==> src/rtl/uart_fifo_wr.sv <==
// Write-side controller for the UART FIFO: one FIFO write per rx_done rising edge, staged through short
// full periods, writes held off for INIT_WAIT cycles after reset, lost bytes counted.
module uart_fifo_wr #(
    parameter int DATA_W      = 8,
    parameter int STAGE_DEPTH = 4,
    parameter int INIT_WAIT   = 16,
    parameter int DROP_W      = 16
) (
    input  logic                         sys_clk,
    input  logic                         sys_rst,
    input  logic                         rx_done,
    input  logic [DATA_W-1:0]            rx_data,
    input  logic                         fifo_full,
    output logic                         fifo_wr_en,
    output logic [DATA_W-1:0]            fifo_din,
    output logic                         ready,
    output logic [$clog2(STAGE_DEPTH):0] stage_cnt,
    output logic [DROP_W-1:0]            drop_cnt,
    output logic                         overflow
);
    localparam int AW = $clog2(STAGE_DEPTH);
    localparam int IW = $clog2(INIT_WAIT + 1);

    typedef enum logic {ST_INIT, ST_RUN} state_t;

    state_t            state_q, state_d;
    logic [IW-1:0]     init_cnt_q, init_cnt_d;
    logic              rx_d_q;
    logic [AW:0]       wr_ptr_q, wr_ptr_d, rd_ptr_q, rd_ptr_d;
    logic [DATA_W-1:0] mem_q [STAGE_DEPTH];
    logic [DROP_W-1:0] drop_cnt_q, drop_cnt_d;
    logic              overflow_q, overflow_d;
    logic              new_byte, push, pop, drop;

    assign stage_cnt = wr_ptr_q - rd_ptr_q;

    always_comb begin
        state_d    = state_q;
        init_cnt_d = init_cnt_q;
        wr_ptr_d   = wr_ptr_q;
        rd_ptr_d   = rd_ptr_q;
        drop_cnt_d = drop_cnt_q;
        overflow_d = overflow_q;

        new_byte = rx_done & ~rx_d_q;
        pop      = (state_q == ST_RUN) & (stage_cnt != '0) & ~fifo_full;
        // A full stage still accepts a byte when an entry leaves on the same edge.
        push     = (state_q == ST_RUN) & new_byte &
                   ((stage_cnt < (AW+1)'(STAGE_DEPTH)) | pop);
        drop     = new_byte & ~push;

        if (state_q == ST_INIT) begin
            init_cnt_d = init_cnt_q + IW'(1);
            if (init_cnt_q == IW'(INIT_WAIT - 1)) begin
                state_d = ST_RUN;
            end
        end
        if (push) begin
            wr_ptr_d = wr_ptr_q + (AW+1)'(1);
        end
        if (pop) begin
            rd_ptr_d = rd_ptr_q + (AW+1)'(1);
        end
        if (drop) begin
            overflow_d = 1'b1;
            if (drop_cnt_q != '1) begin
                drop_cnt_d = drop_cnt_q + DROP_W'(1);
            end
        end
    end

    always_ff @(posedge sys_clk or posedge sys_rst) begin
        if (sys_rst) begin
            state_q    <= ST_INIT;
            init_cnt_q <= '0;
            rx_d_q     <= 1'b1;
            wr_ptr_q   <= '0;
            rd_ptr_q   <= '0;
            drop_cnt_q <= '0;
            overflow_q <= 1'b0;
        end else begin
            state_q    <= state_d;
            init_cnt_q <= init_cnt_d;
            rx_d_q     <= rx_done;
            wr_ptr_q   <= wr_ptr_d;
            rd_ptr_q   <= rd_ptr_d;
            drop_cnt_q <= drop_cnt_d;
            overflow_q <= overflow_d;
        end
    end

    always_ff @(posedge sys_clk or posedge sys_rst) begin
        if (sys_rst) begin
            for (int i = 0; i < STAGE_DEPTH; i++) begin
                mem_q[i] <= '0;
            end
        end else if (push) begin
            mem_q[wr_ptr_q[AW-1:0]] <= rx_data;
        end
    end

    assign fifo_wr_en = pop;
    assign fifo_din   = mem_q[rd_ptr_q[AW-1:0]];
    assign ready      = (state_q == ST_RUN);
    assign drop_cnt   = drop_cnt_q;
    assign overflow   = overflow_q;

endmodule

==> config.mk <==
export PLATFORM = sky130hd
export DESIGN_NAME = uart_fifo_wr
export DESIGN_NICKNAME = d
export VERILOG_FILES = /design/src/rtl/uart_fifo_wr.sv
export SDC_FILE = /design/constraint.sdc
export NUM_CORES = 1
export LEC_CHECK = 0
export BUFFER_PORTS_ARGS = -buffer_cell sky130_fd_sc_hd__buf_2
export CAP_MARGIN = 20
export CORE_UTILIZATION = 44
export DETAILED_ROUTE_END_ITERATION = 10
export SYNTH_ARGS = -nofsm -noshare
export SYNTH_HDL_FRONTEND = slang
export SYNTH_SLANG_ARGS = --single-unit
==> constraint.sdc <==
create_clock -name sys_clk -period 3.2 [get_ports sys_clk]
set_clock_uncertainty 0.2 [all_clocks]
set_input_delay 0.16 -clock sys_clk [delete_from_list [all_inputs] [get_ports sys_clk]]
set_output_delay 0.16 -clock sys_clk [all_outputs]
set_load 0.02 [all_outputs]
==> flow_summary.ini <==
[logic_synthesis]
synth_top_family_by_area = multiplexers
synth-xor-area-share_pct = 7.36
synth_cells = 211
synth-simple-area-share_pct = 11.0
yosys.area_share.adder_pct = 4.49
ys_seq_area_share_pct = 52.5
avgSynthCellArea_um2 = 14.0
synthMuxAreaShare_pct = 19.4
ys_warn_count = 0
synth_compound_area_share_pct = 1.90
synth.distinct_cells = 37
synth_nets = 233
ys_ff_latch = 62
synth_area_mm2 = 0.00296

[power]
p_int_mw = 2.16
swShare_pct = 36.2
seqPwrFrac_pct = 37.6
powerDensity_mw_per_mm2 = 948
irDropWorstVdd_mv = 0.424
p_switching_mw = 1.23
pwr-share-comb_pct = 41.9
p_leak_nw = 1.65
power_frac_clock_pct = 20.4
finalPower_mw = 3.39

[clock_network]
clkSinkCount = 62
cts_tree = done
cts_resized = 0
ctsHoldBuffers = 10
clk_pin_slew_ns = 0.07
cts_root_buf = clkbuf_8
cts_made_buffers = 9
ctsLongestPathBuffers = 2
cts_max_level = 3
clk_latency_ns = 0.33
cts_setup_buffers = 0

[routing]
first_pass_iters = 7
vias = 1817
final_antenna_net_count = 0
drt_iter0_markers = 63
wl_per_cell_um = 14.9
avgViaCountPerCell = 5.10
drc_errors = 6
wirelength_um = 5320

[layout]
drive_gt1_share_pct = 43.4
post-route-util_pct = 55.7
layout_common_cells = dfrtp_1, buf_2, mux2_2, xor2_1, clkbuf_8
final_nets = 296
nFillCells = 561
syn2layout_area_growth_pct = 20.9
diodes = 0
final_common_cell = dfrtp_1

[die]
start_util_pct = 46.0
die_w_um = 84.0
dieHeight_um = 84.0
core_area_mm2 = 0.00642
row_count = 29
die-area_mm2 = 0.00705
io_pins = 42

[run]
maxCapViolCount = 0

[critical_path]
critPathMaxFanout = 9
rrSetupSlack_ns = 0.24
worstSetupStartpointType = flip-flop
crit_arrival_ns = 2.98
cp.depth = 7
crit_path_end_kind = flip-flop
cp_cell_sequence = inv_1 > ha_1 > fa_1 > xor3_2 > a21oi_2 > and2_1 > mux2_2
reg2reg_depth = 7
cp_num_buf_inv = 1
critPathMaxStageDelay_ns = 0.47
path_delay_family = adder cells
required_ns = 3.21
crit_type = flip-flop to flip-flop
slowest_stage = and2_1

[global_routing]
grt_pass1_wl_um = 9300
antenna_found_initial = 0
grt_usage_pct = 17.2
gr-total-overflow = 0
grt_max_degree = 46
grt_pass1_vias = 1889

[timing]
setup_ws_ns = 0.238
finalHoldViolations = 0
slew_headroom_pct = 39.4
period_minus_slack_ns = 2.96
final_max_slew_viol_count = 0
setup_tns_ns = 0
rsz0062_at_grt = no
worst_pin_slew_ns = 0.908
timing.final.crit_share_pct = 92.6
timing.fmax_mhz = 338
finalSetupViolCount = 0

[min_path]
whs_path_depth = 3
min_path_type = input port to flip-flop

[outcome]
status = complete, but fails checks
violations = design-rule violations

[placed_design]
place_hpwl_um = 3670
io_buffer_count = 41
dp_slack_ns = 0.223
gp_congestion = 0.747
## cell type report
| class | count | area [µm²] | area share [%] |
|---|---|---|---|
| clock buffer | 12 | 155 | 4.34 |
| clock inverter | 4 | 45.0 | 1.26 |
| inverter | 10 | 37.5 | 1.05 |
| multi-input combinational | 130 | 1310 | 36.6 |
| sequential | 62 | 1550 | 43.4 |
| tap | 77 | 96.3 | 2.70 |
| timing repair buffer | 61 | 380 | 10.6 |
## worst reg2reg max path, delay by kind of cell, from the launching register on
kind	cells	cell delay [ns]
flops	1	0.38
xor+xnor	1	0.45
fa+ha+maj	2	0.57
simple gates	1	0.47
compound gates	1	0.28
buf+inv	1	0.10
mux	1	0.39
## final timing paths
| path | from | to |
|---|---|---|
| setup / recovery | wr_ptr_q[0] | mem_q[2] |
| hold / removal | fifo_full | wr_ptr_q[0] |
| setup reg to reg | wr_ptr_q[0] | mem_q[2] |
| hold reg to reg | overflow | overflow |
| max in group asynchronous | sys_rst | mem_q[8] |
| min in group asynchronous | sys_rst | init_cnt_q[2] |
## synthesized netlist by cell type (all sizes together)
master / number / area share (%)
nand3: 4 / 0.68
nor4b: 1 / 0.30
nor2: 1 / 0.13
o311a: 1 / 0.34
nor3: 5 / 0.85
and3: 1 / 0.21
or2: 1 / 0.21
fa: 1 / 0.68
nor4: 7 / 2.6
xor2: 15 / 4.4
nand4: 5 / 1.3
o21ai: 2 / 0.34
nand3b: 2 / 0.51
clkbuf: 1 / 0.13
mux2: 35 / 13
mux4: 8 / 6.1
nand2: 10 / 1.3
or4b: 1 / 0.47
ha: 9 / 3.8
a21oi: 1 / 0.30
nor3b: 3 / 0.76
inv: 10 / 1.3
dfrtp: 61 / 52
nand2b: 2 / 0.42
xor3: 1 / 0.85
a41oi: 1 / 0.93
buf: 8 / 1.9
and2: 5 / 1.1
dfstp: 1 / 0.89
xnor2: 7 / 2.1
and4: 1 / 0.30
## power groups by stage
stage               logic, mW  registers (mW)  clock network (mW)
floorplan                1.02            1.30                   0
global placement         1.41            1.28                   0
detailed placement       1.43            1.29                   0
CTS                      1.44            1.28               0.718
global route             1.55            1.32               0.750
finish                   1.42            1.27               0.693
## flip-flops by register name (all words and copies together) (netlist names)
signal,count
ready,1
rx_d_q,1
rd_ptr_q,3
wr_ptr_q,3
init_cnt_q,5
mem_q,32
drop_cnt,16
overflow,1
## routing by layer
| layer | vias to the layer above | part of all wire [%] | global-route usage (%) |
|---|---|---|---|
| li1 | 873 | - | - |
| met1 | 898 | 46 | 21.2 |
| met2 | 42 | 49 | 28.9 |
| met3 | 4 | 4.5 | 6.23 |
| met4 | 0 | 0.64 | 3.76 |
| met5 | - | 0 | 0 |
## through the flow
step	hold WS, ns	cell area [µm²]	instances
6_report	0.0344	3570	356
5_1_grt	0.0553	3570	356
2_1_floorplan	-0.0355	2960	211
3_5_place_dp	0.116	3270	330
3_3_place_gp	0.113	3270	330
4_1_cts	0.0192	3570	356
## cell families after synthesis
| group | after synthesis |
|---|---|
| flops | 62 |
| xor+xnor | 23 |
| compound gates | 5 |
| fa+ha+maj | 10 |
| buf+inv | 19 |
| simple gates | 49 |
| mux | 43 |
Power figures use the tool's default switching activity.
